===== src/rtl/div_seq.sv =====
// div_seq: multi-cycle radix-2 restoring divider and its sequencer for the EX stage.
//
// Handles DIV (signed) and DIVU (unsigned). Only one division is in flight at a time.
// The core always divides magnitudes. Signs are put back when the result is registered.
//
// Ports
//   clk           in   clock, rising edge
//   rst           in   synchronous active-high reset
//   div_i_start   in   request; EX holds it high until it has consumed the result
//   div_i_signed  in   1 = DIV, 0 = DIVU; sampled on the accept edge
//   div_i_op0     in   dividend; sampled on the accept edge
//   div_i_op1     in   divisor; sampled on the accept edge
//   div_i_annul   in   abort the current division (flush)
//   div_o_result  out  {remainder, quotient}; valid while div_o_ready is high
//   div_o_ready   out  result valid
//   div_o_busy    out  stall request to the pipeline controller
//
// state   | meaning
// --------+---------------------------------------------------------------
// S_IDLE  | waiting for a start request
// S_DIVZERO | divisor was zero; produce a zero result on the next edge
// S_ON    | iterating, one quotient bit per edge
// S_END   | result valid; hold it until start drops

module div_seq #(
    parameter int WIDTH = 32,
    parameter int CNT_W = 6
) (
    input  logic                 clk,
    input  logic                 rst,
    input  logic                 div_i_start,
    input  logic                 div_i_signed,
    input  logic [WIDTH-1:0]     div_i_op0,
    input  logic [WIDTH-1:0]     div_i_op1,
    input  logic                 div_i_annul,
    output logic [2*WIDTH-1:0]   div_o_result,
    output logic                 div_o_ready,
    output logic                 div_o_busy
);

    typedef enum logic [1:0] {
        S_IDLE    = 2'd0,
        S_DIVZERO = 2'd1,
        S_ON      = 2'd2,
        S_END     = 2'd3
    } state_t;

    localparam logic [CNT_W-1:0] CNT_MAX = CNT_W'(WIDTH);

    state_t               state_q, state_d;
    logic [CNT_W-1:0]     cnt_q, cnt_d;
    logic [WIDTH-1:0]     rem_q, rem_d;      // partial remainder
    logic [WIDTH-1:0]     quo_q, quo_d;      // dividend shifts out, quotient shifts in
    logic [WIDTH-1:0]     dvsr_q, dvsr_d;
    logic                 negq_q, negq_d;
    logic                 negr_q, negr_d;
    logic [2*WIDTH-1:0]   result_q, result_d;
    logic                 ready_q, ready_d;

    logic [WIDTH-1:0]     abs_op0;
    logic [WIDTH-1:0]     abs_op1;
    logic [WIDTH:0]       shifted;
    logic                 trial_ge;
    logic [WIDTH-1:0]     trial_diff;
    logic [WIDTH-1:0]     quo_fin;
    logic [WIDTH-1:0]     rem_fin;

    // Magnitudes. The most negative value maps onto itself, which is still the correct
    // unsigned magnitude.
    assign abs_op0 = (div_i_signed && div_i_op0[WIDTH-1]) ? (~div_i_op0 + 1'b1) : div_i_op0;
    assign abs_op1 = (div_i_signed && div_i_op1[WIDTH-1]) ? (~div_i_op1 + 1'b1) : div_i_op1;

    // One restoring step on the (W+1)-bit shifted remainder.
    // When the top bit is set, the shifted value is at least 2^W and therefore exceeds
    // any divisor. Otherwise a W-bit compare decides. In both cases a W-bit subtract
    // gives the exact difference, because that difference is always below the divisor.
    assign shifted    = {rem_q, quo_q[WIDTH-1]};
    assign trial_ge   = shifted[WIDTH] | (shifted[WIDTH-1:0] >= dvsr_q);
    assign trial_diff = shifted[WIDTH-1:0] - dvsr_q;

    // Negating zero yields zero, so a zero remainder stays zero.
    assign quo_fin = negq_q ? (~quo_q + 1'b1) : quo_q;
    assign rem_fin = negr_q ? (~rem_q + 1'b1) : rem_q;

    always_comb begin
        state_d  = state_q;
        cnt_d    = cnt_q;
        rem_d    = rem_q;
        quo_d    = quo_q;
        dvsr_d   = dvsr_q;
        negq_d   = negq_q;
        negr_d   = negr_q;
        result_d = result_q;
        ready_d  = ready_q;

        case (state_q)
            S_IDLE: begin
                if (div_i_start && !div_i_annul) begin
                    state_d = (div_i_op1 == '0) ? S_DIVZERO : S_ON;
                    negq_d  = div_i_signed & (div_i_op0[WIDTH-1] ^ div_i_op1[WIDTH-1]);
                    negr_d  = div_i_signed & div_i_op0[WIDTH-1];
                    quo_d   = abs_op0;
                    dvsr_d  = abs_op1;
                    rem_d   = '0;
                    cnt_d   = '0;
                end
            end
            S_ON: begin
                if (div_i_annul) begin
                    state_d = S_IDLE;
                end else if (cnt_q == CNT_MAX) begin
                    state_d  = S_END;
                    result_d = {rem_fin, quo_fin};
                    ready_d  = 1'b1;
                end else begin
                    rem_d = trial_ge ? trial_diff : shifted[WIDTH-1:0];
                    quo_d = {quo_q[WIDTH-2:0], trial_ge};
                    cnt_d = cnt_q + 1'b1;
                end
            end
            S_DIVZERO: begin
                if (div_i_annul) begin
                    state_d = S_IDLE;
                end else begin
                    state_d  = S_END;
                    result_d = '0;
                    ready_d  = 1'b1;
                end
            end
            S_END: begin
                if (div_i_annul || !div_i_start) begin
                    state_d = S_IDLE;
                    ready_d = 1'b0;
                end
            end
            default: begin
                state_d = S_IDLE;
                ready_d = 1'b0;
            end
        endcase
    end

    always_ff @(posedge clk) begin
        if (rst) begin
            state_q  <= S_IDLE;
            cnt_q    <= '0;
            rem_q    <= '0;
            quo_q    <= '0;
            dvsr_q   <= '0;
            negq_q   <= 1'b0;
            negr_q   <= 1'b0;
            result_q <= '0;
            ready_q  <= 1'b0;
        end else begin
            state_q  <= state_d;
            cnt_q    <= cnt_d;
            rem_q    <= rem_d;
            quo_q    <= quo_d;
            dvsr_q   <= dvsr_d;
            negq_q   <= negq_d;
            negr_q   <= negr_d;
            result_q <= result_d;
            ready_q  <= ready_d;
        end
    end

    // Stall from the request cycle itself, so EX never advances past an accepted divide.
    // The stall is masked while reset is asserted.
    assign div_o_busy = ~rst & (((state_q == S_IDLE) & div_i_start & ~div_i_annul)
                                | (state_q == S_ON) | (state_q == S_DIVZERO));

    assign div_o_result = result_q;
    assign div_o_ready  = ready_q;

endmodule

===== config.mk =====
export PLATFORM = sky130hd
export DESIGN_NAME = div_seq
export DESIGN_NICKNAME = d
export VERILOG_FILES = /design/src/rtl/div_seq.sv
export SDC_FILE = /design/constraint.sdc
export NUM_CORES = 1
export LEC_CHECK = 0
export ABC_CLOCK_PERIOD_IN_PS = 2700
export CAP_MARGIN = 30
export CORE_MARGIN = 2
export CORE_UTILIZATION = 40
export CTS_BUF_LIST = sky130_fd_sc_hd__clkbuf_8
export DETAILED_ROUTE_END_ITERATION = 10
export SLEW_MARGIN = 20
export SYNTH_ARGS = -nofsm -noshare
export SYNTH_HDL_FRONTEND = slang
export SYNTH_SLANG_ARGS = --single-unit

===== constraint.sdc =====
create_clock -name clk -period 2.7 [get_ports clk]
set_clock_uncertainty 0.15 [all_clocks]
set_input_delay 0.27 -clock clk [delete_from_list [all_inputs] [get_ports clk]]
set_output_delay 0.27 -clock clk [all_outputs]
set_load 0.01 [all_outputs]

==> results.txt, run 1 <==
In this run the critical register-to-register path is launched from rem_q[5]. The global-route wire length before repair came out at 52500 µm. The number of buffers added to fix hold violations after cts came out at 0. The area of the mapped netlist is 0.0107 mm². The max-capacitance violation count is 0. The global-route total usage across every layer is 22.7%. The initial antenna violation count is 0. The detailed-route via count came out at 11000. The average cell area after synthesis is between 7 and 8 µm². The synthesis-stage register bit count is 171. Yosys attributes the largest share of cell area to sky130_fd_sc_hd__dfxtp_1 32%, sky130_fd_sc_hd__xnor2_1 7.0%, sky130_fd_sc_hd__a21oi_1 5.7%. The share of total power in the clock network is 15.9%. The reg-to-reg endpoint is div_o_result[61]. The most critical setup path has its endpoint at div_o_result[61].

The clock-pin slew reported for the worst setup and hold paths after clock tree synthesis came out at 0.11 ns. The total overflow left after global routing is 0. The die covers 0.0281 mm². The number of antenna diodes came out at 0.

The HPWL reported at the end of detailed placement came out at 24000 µm. The area share of the leading cell type in the synthesized netlist came out at 32.0%. The final routed wire length divided by cell count is approximately 16 µm. The initial standard-cell utilization of the core came out at ~40%. The number of nets at the end of the flow came out at ~1800. The number of clock sinks seen by CTS is 171. The final hold violation count came out at 0.

The number of nets handed over by synthesis was 1504. The count of boundary I/O pins is about 140. The checks that failed: setup timing. The net switching power of the design came out at 4.28 mW. The die extent in y came out at 168 µm. The Yosys step of the flow raised 0 warnings. The worst setup path is launched from a register. The number of endpoints failing setup at the final stage is 34. The final layout contains routed wiring with a total length of approximately 33000 µm. The synthesized design spends more area on one cell type than any other, namely sky130_fd_sc_hd__dfxtp_1. The measured slew at the worst slew-check pin is 0.560 ns. The required time reported for the critical path endpoint came out at 2.90 ns. The min-delay analysis places its worst path in the category in2reg. The post-route DRC violation count came out at 0.

From left edge to right edge, the die measures 168 µm. The kind of critical path is reg2reg. The max-slew headroom at the worst pin is 62.6%. The fraction of power consumed by combinational cells came out at 54.8%. The CTS H-tree depth is 4. The final antenna-violating net count is 0.

The post-route minimum period came out at ~2.8 ns. TritonCTS built the clock tree. The routed via count divided by cell count is 5.38. The violation count after the first detailed-routing iteration is 702. The analysis attributes to cell leakage a power of 6.11 nW. The iteration count of the initial detailed-routing pass came out at 6. The core region is 0.0262 mm². The number of cell rows came out at 59.

The via count of the first global-routing pass is about 10000. The most used flip-flop cell after synthesis is sky130_fd_sc_hd__dfxtp_1. In the final layout, flip-flops and latches occupy 0.00347 mm². The setup TNS came out at -2.31 ns. The power share of the sequential group came out at 29.3%. CTS placed an instance of sky130_fd_sc_hd__clkbuf_8 at the clock tree root. The internal portion of the total power is 6.07 mW. Setup repair after global routing could not meet its margin everywhere. The critical path starts at rem_q[5]. The signal arrival time at the worst endpoint is around 3.0 ns.

The kind of end point of the critical path is a register. In this run the deepest clock path goes through 2 buffers. The quantity of I/O buffers inserted on ports is 134. Synthesis instantiated 58 different standard cells from the library. The power density over cell area is 677 mW/mm². The worst-case IR drop observed on VDD is 0.000318 V. The final estimated routing congestion in global placement is 0.880. The max-slew violation count came out at 0.

The post-layout worst setup margin came out at -0.135 ns. The flow ran to the end, but the final reports show violations. Clock latency on the worst-skew pair, taken at its later pin, is 0.46 ns. The maximum clock rate is 0.353 GHz. The cell count of the worst reg-to-reg path is 10.

The share of synthesized area occupied by flip-flops and latches came out at 32.0%. The area overhead of the layout relative to synthesis came out at 42.6%. The worst slack after detailed placement is -0.461 ns. The worst-path maximum fanout is 3.

The filler cell count in the final layout came out at 2421. In this run switching power makes up 41.3% of total power. The maximum number of pins on one net before global-route repair came out at 65. The number of clock buffers inserted by TritonCTS came out at 17. The number of synthesized flops with an enable pin came out at 0. The multi-input logic area is about 0.0075 mm². The fraction of final layout cells sized beyond drive strength 1 came out at approximately 25%. The number of instances in the synthesized netlist came out at between 1000 and 1500.

The proportion of synthesized flip-flops having asynchronous set or reset came out at 0%. The final clock period utilization by the worst path came out at 105%. The setup slack of the worst register-to-register path is -0.13 ns.
worst max-delay path: stages, from the launching register on:
cell and delay (ns):
sky130_fd_sc_hd__dfxtp_2 0.33, sky130_fd_sc_hd__buf_6 0.11, sky130_fd_sc_hd__nor4_4 0.29, sky130_fd_sc_hd__nand4_1 0.16, sky130_fd_sc_hd__or4_4 0.44, sky130_fd_sc_hd__or4_4 0.43, sky130_fd_sc_hd__nand2b_4 0.17, sky130_fd_sc_hd__nand2b_4 0.16
sky130_fd_sc_hd__o31ai_4 0.19, sky130_fd_sc_hd__xnor2_1 0.11, sky130_fd_sc_hd__a22o_1 0.18
what timing repair did:
| item | CTS | global route |
|---|---|---|
| pin swaps | 32 | 30 |
| hold endpoints to repair | 0 | 0 |
| gates resized for setup | 102 | 86 |
| cloned | 1 | 4 |
| buffers inserted | 15 | 14 |
| endpoints found under the setup margin | 50 | 57 |
cell usage in the layout (no fill, tap or decap), drive strengths merged, types with 14 or more instances in the layout:
master,instances
a211oi,32
a21oi,123
a22o,37
a22oi,33
buf,238
clkbuf,20
clkdlybuf4s50,132
dfxtp,171
ha,42
inv,62
nand2,163
nand2b,16
nand3,24
nor2,149
nor3,37
o211ai,14
o21ai,84
o31ai,26
or3,20
xnor2,85
xor2,62
logic make-up after synthesis:
| kind of cell | Yosys count | synth area share [%] |
|---|---|---|
| and+or+nand+nor | 470 | 20.1 |
| AOI/OAI and AO/OA | 418 | 25.5 |
| DFF | 171 | 32.0 |
| xor gates and xnor gates | 147 | 12.0 |
| buffers and inverters | 138 | 4.85 |
| adders and majority gates | 43 | 5.09 |
| muxes | 5 | 0.479 |
synthesized netlist by cell type, drive strengths merged, types with 3 or more instances:
master,number
nor2,149
o21bai,5
ha,42
a31oi,11
clkbuf,77
nand3,24
xor2,62
a311oi,5
a22o,37
and3,3
o41ai,12
nor3,37
nor2b,8
mux2i,4
or3,20
o31ai,26
a32oi,10
xnor2,85
or4,12
nor4,11
nand2b,16
nand4,8
inv,58
a22oi,33
o211ai,14
nand2,163
dfxtp,171
a21oi,123
a21o,8
or2,7
o21ai,84
buf,3
a211oi,32
o31a,3
nand3b,4
o21a,4
layout make-up:
| class | count | area share [%] |
|---|---|---|
| Multi-Input combinational cell | 1083 | 49.0 |
| Sequential cell | 171 | 22.7 |
| Timing Repair Buffer | 374 | 21.9 |
| Tap cell | 335 | 2.75 |
| Clock buffer | 17 | 1.53 |
| Inverter | 58 | 1.43 |
| Clock inverter | 15 | 0.680 |
registers in the layout, indices dropped and copies added, names as in the netlist:
name and cells:
cnt_q 6, rem_q 32, negr_q 1, div_o_result 64
state_q 2, negq_q 1, div_o_ready 1, dvsr_q 32
quo_q 32
power groups by stage:
stage	clock [mW]	combinational [mW]	sequential [mW]
floorplan	0	2.84	3.08
finish	1.65	5.67	3.03
global route	1.79	6.16	3.06
global placement	0	4.70	3.06
CTS	1.69	5.13	3.01
detailed placement	0	4.74	3.07
layer usage:
metal / vias up / track usage [%] / wire (µm)
met2: 276 / 35.2 / 14400
met5: - / 0 / 0
met4: 0 / 5.94 / 446
met1: 5145 / 33.8 / 16400
li1: 5587 / - / -
met3: 29 / 2.10 / 1460
how the worst min path moves through the flow:
stage          slack [ns]          endpoint    startpoint  depth (start not counted)
6_report             0.11  div_o_result[12]           rst                          2
5_1_grt              0.10   div_o_result[8]           rst                          2
4_1_cts              0.08  div_o_result[12]           rst                          2
3_5_place_dp         0.31        dvsr_q[31]    dvsr_q[31]                          2
3_3_place_gp         0.29        dvsr_q[31]    dvsr_q[31]                          2
2_1_floorplan        0.26         dvsr_q[0]  div_i_op1[0]                          2
metrics by stage:
step	power, mW	cell area, µm²	util, %	cells	hold slack (ns)
after floorplan	5.92	10800	-	1392	0.256
after detailed placement	7.81	13900	53.2	1989	0.312
final	10.3	15300	58.3	2053	0.114
after CTS	9.84	14700	56.3	2037	0.0792
after global routing	11.0	15300	58.3	2053	0.100
after global placement	7.76	13900	53.2	1989	0.292
(Power assumes the default switching activity.)
==> inputs of run 2 (changes only) <==
--- a/config.mk
+++ b/config.mk
@@ -5,7 +5,6 @@
 export SDC_FILE = /design/constraint.sdc
 export NUM_CORES = 1
 export LEC_CHECK = 0
-export ABC_CLOCK_PERIOD_IN_PS = 2700
 export CAP_MARGIN = 30
 export CORE_MARGIN = 2
 export CORE_UTILIZATION = 40
==> results of run 2 <==
No change in the layout: final DEF, timing and power equal those of run 1.
